## src/rtl/pipeline_pkg.sv

```systemverilog
// Shared pipeline types and constants: IF/ID bundle, nop encoding, reset PC
// and the fetch-stage FSM encoding.
package pipeline_pkg;

  localparam logic [31:0] NOP_INSTRUCTION  = 32'h0000_0000;
  localparam logic [31:0] DEFAULT_RESET_PC = 32'h0000_0000;

  typedef struct packed {
    logic [31:0] pc_4;
    logic [31:0] instruction;
    logic        valid;
  } if_id_t;

  typedef enum logic {
    FETCH = 1'b0,
    HOLD  = 1'b1
  } if_state_e;

  function automatic logic [31:0] word_align(input logic [31:0] addr);
    return {addr[31:2], 2'b00};
  endfunction

endpackage

```

## src/rtl/if_stage_pc_next_select.sv

```systemverilog
// Next-PC priority mux applied on a delivery: live branch, then a latched
// redirect, then sequential pc+4 (wraps modulo 2^32).
module pc_next_select
  import pipeline_pkg::*;
(
  input  logic [31:0] pc,
  input  logic        br_take,
  input  logic [31:0] br_target,
  input  logic        redirect_pending,
  input  logic [31:0] redirect_pc,
  output logic [31:0] next_pc
);

  always_comb begin
    next_pc = pc + 32'd4;
    if (br_take) begin
      next_pc = word_align(br_target);
    end else if (redirect_pending) begin
      next_pc = redirect_pc;
    end
  end

endmodule

```

## src/rtl/if_stage.sv

```systemverilog
// Instruction-fetch stage: owns the PC and the IF/ID register, one outstanding
// variable-latency fetch, single-delay-slot redirects and a 1-entry stall buffer.
module if_stage
  import pipeline_pkg::*;
#(
  parameter logic [31:0] RESET_PC = DEFAULT_RESET_PC
) (
  input  logic        clock,
  input  logic        reset,
  input  logic        shouldStall,
  input  logic        shouldJumpOrBranch,
  input  logic [31:0] jumpOrBranchPc,
  output logic        imemRequest,
  output logic [31:0] imemAddress,
  input  logic        imemReady,
  input  logic [31:0] imemData,
  output logic [31:0] pc_4,
  output logic [31:0] instruction,
  output logic        instructionValid,
  output logic [31:0] debug_pc
);

  // Handshake: a fetch completes on a cycle where imemRequest=1 and
  // imemReady=1; imemAddress is stable while imemRequest is held high.
  if_state_e   state_q, state_d;
  logic [31:0] pc_q, pc_d;
  if_id_t      ifid_q, ifid_d;
  logic [31:0] hold_instr_q, hold_instr_d;
  logic        redirect_pending_q, redirect_pending_d;
  logic [31:0] redirect_pc_q, redirect_pc_d;

  logic        hold_valid;
  logic        mem_fire;
  logic        br_take;
  logic        deliver;
  logic [31:0] src_instr;
  logic [31:0] next_pc;

  assign hold_valid  = (state_q == HOLD);
  assign imemRequest = reset & ~hold_valid;
  assign imemAddress = pc_q;
  assign mem_fire    = imemRequest & imemReady;
  assign br_take     = shouldJumpOrBranch & ifid_q.valid & ~shouldStall;
  assign deliver     = ~shouldStall & (hold_valid | mem_fire);
  // The PC is frozen while a word sits in the hold buffer, so pc_q is
  // always the address of whichever source is delivering.
  assign src_instr   = hold_valid ? hold_instr_q : imemData;

  pc_next_select u_pc_next_select (
    .pc               (pc_q),
    .br_take          (br_take),
    .br_target        (jumpOrBranchPc),
    .redirect_pending (redirect_pending_q),
    .redirect_pc      (redirect_pc_q),
    .next_pc          (next_pc)
  );

  always_comb begin
    state_d            = state_q;
    pc_d               = pc_q;
    ifid_d             = ifid_q;
    hold_instr_d       = hold_instr_q;
    redirect_pending_d = redirect_pending_q;
    redirect_pc_d      = redirect_pc_q;
    if (deliver) begin
      ifid_d.pc_4        = pc_q + 32'd4;
      ifid_d.instruction = src_instr;
      ifid_d.valid       = 1'b1;
      pc_d               = next_pc;
      redirect_pending_d = 1'b0;
      state_d            = FETCH;
    end else if (!shouldStall) begin
      ifid_d.instruction = NOP_INSTRUCTION;
      ifid_d.valid       = 1'b0;
      // Delay slot still in flight: apply the redirect once it is delivered.
      if (br_take) begin
        redirect_pending_d = 1'b1;
        redirect_pc_d      = word_align(jumpOrBranchPc);
      end
    end else if (mem_fire) begin
      hold_instr_d = imemData;
      state_d      = HOLD;
    end
  end

  always_ff @(posedge clock or negedge reset) begin
    if (!reset) begin
      state_q            <= FETCH;
      pc_q               <= RESET_PC;
      ifid_q             <= '0;
      hold_instr_q       <= NOP_INSTRUCTION;
      redirect_pending_q <= 1'b0;
      redirect_pc_q      <= '0;
    end else begin
      state_q            <= state_d;
      pc_q               <= pc_d;
      ifid_q             <= ifid_d;
      hold_instr_q       <= hold_instr_d;
      redirect_pending_q <= redirect_pending_d;
      redirect_pc_q      <= redirect_pc_d;
    end
  end

  assign pc_4             = ifid_q.pc_4;
  assign instruction      = ifid_q.instruction;
  assign instructionValid = ifid_q.valid;
  assign debug_pc         = pc_q;

endmodule

```

## config.mk

```make
export PLATFORM = sky130hd
export DESIGN_NAME = if_stage
export DESIGN_NICKNAME = d
export VERILOG_FILES = /design/src/rtl/pipeline_pkg.sv /design/src/rtl/if_stage_pc_next_select.sv /design/src/rtl/if_stage.sv
export SDC_FILE = /design/constraint.sdc
export NUM_CORES = 1
export LEC_CHECK = 0
export BUFFER_PORTS_ARGS = -buffer_cell sky130_fd_sc_hd__clkbuf_2
export CAP_MARGIN = 20
export CELL_PAD_IN_SITES_DETAIL_PLACEMENT = 0
export CELL_PAD_IN_SITES_GLOBAL_PLACEMENT = 1
export CORE_AREA = 4 4 161 163
export CTS_CLUSTER_SIZE = 12
export DETAILED_ROUTE_END_ITERATION = 10
export DIE_AREA = 0 0 165 167
export MAX_ROUTING_LAYER = met4
export PLACE_DENSITY_LB_ADDON = 0.1
export SLEW_MARGIN = 20
export SYNTH_ARGS = -nofsm -noshare
export SYNTH_HDL_FRONTEND = slang
export SYNTH_SLANG_ARGS = --single-unit
```

## constraint.sdc

```tcl
create_clock -name clock -period 3.4 [get_ports clock]
set_input_delay 0.17 -clock clock [delete_from_list [all_inputs] [get_ports clock]]
set_output_delay 0.17 -clock clock [all_outputs]
set_load 0.05 [all_outputs]
```

==> reports/qor.csv <==
stage,metric,value,unit
logic_synthesis,number of synthesized register bits,157,
detailed_routing,drt drc,0,
setup_path,Crit Path Max Fanout,9,
logic_synthesis,multiplexer area fraction after synthesis,13.7,%
finish,Final Net Count,984,
floorplanning,Die ar.,27600,um2
timing,Final min period,2.37,ns
logic_synthesis,share of the synthesized area in the top cell type,51.0,%
logic_synthesis,"EDFF count, synth",0,
placed_design,DP Area,8740,um2
clock_tree,TritonCTS clock tree,yes,
global_route,vias in the first global route,6233,
logic_synthesis,cell taking the most area after synthesis,dfrtp_1,
global_route,largest net degree at the start of global routing,113,
clock_tree,clock sinks,157,
power,Power Density,865,nW/um2
global_route,Total GRT Usage,16.2,%
timing,Final Hold Fails,0,
job,Max Cap Viol,0,
setup_path,Worst Setup End Kind,register,
power,maximum VDD drop,0.408,mV
timing,period utilisation layout,69.8,%
placed_design,Place WS,1.02,ns
clock_tree,Clock Tree Buf Depth,2,
timing,Max Clock Freq,421,MHz
logic_synthesis,Post-Synthesis Cell Area,7700,um2
floorplanning,starting density of the core,31.7,%
setup_path,worst endpoint required time,3.77,ns
logic_synthesis,simple-gate share of the synthesized area,11.5,%
clock_tree,insertion delay to the later sink of the worst-skew pair,0.42,ns
logic_synthesis,largest cells by area after synthesis,"dfrtp_1 51%, mux2_2 8.9%, nand2_1 5.2%",
setup_path,critical path startpoint category,register,
floorplanning,Die H,167,um
setup_path,Crit. Startpoint,debug_pc[2],
logic_synthesis,async set-reset flop share out of synthesis,100,%
setup_path,CP arrival,2.74,ns
outcome,outcome,completed,
logic_synthesis,Synth Area in XOR/XNOR,3.18,%
finish,cell area after layout,9810,um2
power,Final Power,0.00848,W
timing,final setup violation count,0,
placed_design,DPL Wire Length,14400,um
logic_synthesis,main combinational cell family by area after synthesis,multiplexers,
logic_synthesis,Avg Inst Size Synth,10.6,um2
finish,register area,3930,um2
timing,Hold Worst Slack,0.0156,ns
detailed_routing,Initial DRT Pass Iterations,5,
logic_synthesis,Syn Inst Count,729,
timing,Worst Tran Pin Value,1.14,ns
logic_synthesis,Main synth FF type,dfrtp_1,
floorplanning,Site Rows,57,
timing,Slew Limit Fails,0,
setup_path,R2R Path Start,debug_pc[2],
detailed_routing,Iter 0 DRT Violations,335,
logic_synthesis,Compound-Gate Fraction of Synth Area,13.4,%
finish,area occupied by multi-input gates,3270,um2
timing,Clock Skews,0.0106,ns
finish,Fill cells,2416,
clock_tree,CTS Root Cell,clkbuf_16,
logic_synthesis,post-synth cell types,51,
detailed_routing,DR WL/cell,17.3,um
detailed_routing,total wire length,21700,um
timing,max_slew headroom,24.2,%
clock_tree,CTS Buf Count,17,
power,leak pwr,4.46,nW
worst_hold_path,worst hold start,jumpOrBranchPc[15],
global_route,antenna violations before repair,2,
logic_synthesis,Ys Warns,0,
finish,ratio of cells with drive above 1 in the final layout,33.2,%
timing,RSZ-0062 raised after global routing,false,
detailed_routing,vias per cell,4.85,
clock_tree,H-Tree Level Count,4,
placed_design,GP Congestion,0.771,
global_route,wire length of the first global-routing pass,34300,um
detailed_routing,Via Count,6078,
setup_path,critical path class,register to register,
timing,TNS Setup,0,ns
worst_hold_path,Hold Path Class,input pin to register,
global_route,gr ovfl total,0,
clock_tree,"Reg clk slew, reported paths",0.07,ns
floorplanning,die width,165,um
timing,final setup margin,1.03,ns
placed_design,Buffers on Ports,190,
finish,Area growth syn-to-layout,27.4,%
logic_synthesis,post-synthesis sequential area ratio,51.0,%
floorplanning,CORE AREA,24300,um2
floorplanning,# IOs,199,
detailed_routing,Final ANT Viol Nets,0,
clock_tree,Post-CTS Setup Inserts,0,
logic_synthesis,Synth Area in Adders,0.162,%
## where the power goes
group	switching [W]	total, W	internal, W
Sequential	0.000565	0.00297	0.00240
Combinational	0.00257	0.00350	0.000923
Clock	0.000815	0.00202	0.00120
## timing repair
| action | in CTS | in global routing |
|---|---|---|
| resized for setup | 0 | 0 |
| hold buffers | 44 | 1 |
| hold endpoints to repair | 89 | 1 |
## sequential cells by signal, summed over array words and instances, names as in the netlist
register / cells
hold_valid: 1
redirect_pc_q: 30
redirect_pending_q: 1
instructionValid: 1
pc_4: 30
instruction: 32
hold_instr_q: 32
debug_pc: 30
## Yosys cell counts, types with 2 or more instances
master and n:
o31a_1 4, a21oi_1 20, o22ai_1 3, nor4_1 4, o211ai_1 2, nor2_1 19
inv_1 9, o21ai_0 57, a2bb2oi_1 2, mux2i_1 37, or3_1 2, nand3_1 15
a221oi_1 4, buf_1 2, o41ai_1 3, or2_2 2, nor2b_1 4, and4_1 5
buf_2 11, and3_1 11, a21o_1 2, a22oi_1 5, a222oi_1 2, xnor2_1 19
a221o_1 3, o31ai_1 33, o2bb2ai_1 5, buf_4 40, a31oi_1 3, nor3_1 8
mux2_2 61, and2_1 2, o311a_1 2, nand4_1 5, clkbuf_1 36, nand2_1 106
a22o_1 3, dfrtp_1 157, xor2_1 9
## critical path, stage by stage, from the launching register on
cell	delay [ns]
dfrtp_1	0.55
nand4_2	0.27
nor3_1	0.72
nand3_1	0.26
o41ai_1	0.36
a21o_1	0.16
## metal layers
metal  track usage (%)  wire, um  up-vias
li1                  -         -     2916
met1              20.8      9950     2986
met2              26.0     10400      168
met3              3.95      1180        8
met4              3.58       151        0
met5                 -         0        -
## area by class of cell
| type | instances | area share (%) |
|---|---|---|
| diodes | 2 | 0.0510 |
| clock buffers | 20 | 4.66 |
| clock inverters | 12 | 1.63 |
| inverters | 9 | 0.344 |
| multi-input cells | 479 | 33.4 |
| flip-flops and latches | 157 | 40.1 |
| well taps | 324 | 4.13 |
| repair buffers | 250 | 15.8 |
## stage by stage
step	utilization (%)	std cells
4_1_cts	40.3	1250
3_5_place_dp	35.9	1174
3_3_place_gp	35.9	1174
2_1_floorplan	-	734
5_1_grt	40.3	1253
6_report	40.3	1253
## logic make-up (layout without fill, tap and decap cells)
| kind of cell | after synthesis | after routing |
|---|---|---|
| other | 1 | 8 |
| AO/OA/AOI/OAI | 157 | 157 |
| AND/OR/NAND/NOR | 189 | 189 |
| multiplexers | 98 | 98 |
| XOR/XNOR | 28 | 28 |
| flip-flops | 157 | 157 |
| buffers and inverters | 98 | 291 |
| adder cells (fa/ha/maj) | 1 | 1 |
## layout by cell type, fill, tap and decap left out, types with 17 or more instances in the layout
cell type        n
nand2_1        106
xnor2_1         19
o31ai_1         33
mux2i_1         37
clkbuf_2       189
a21oi_1         19
clkbuf_16       17
nor2_1          18
mux2_2          61
o21ai_0         57
dfrtp_1        156
dlygate4sd3_1   45
## final timing paths
path / endpoint / slack [ns] / cells after the start
max: debug_pc[29] / 1.03 / 5
min: redirect_pc_q[15] / 0.02 / 2
max reg2reg: debug_pc[29] / 1.03 / 5
min reg2reg: pc_4[18] / 0.48 / 2
max in group asynchronous: instruction[4] / 2.10 / 3
min in group asynchronous: instruction[0] / 0.30 / 2
Power figures use the tool's default switching activity.
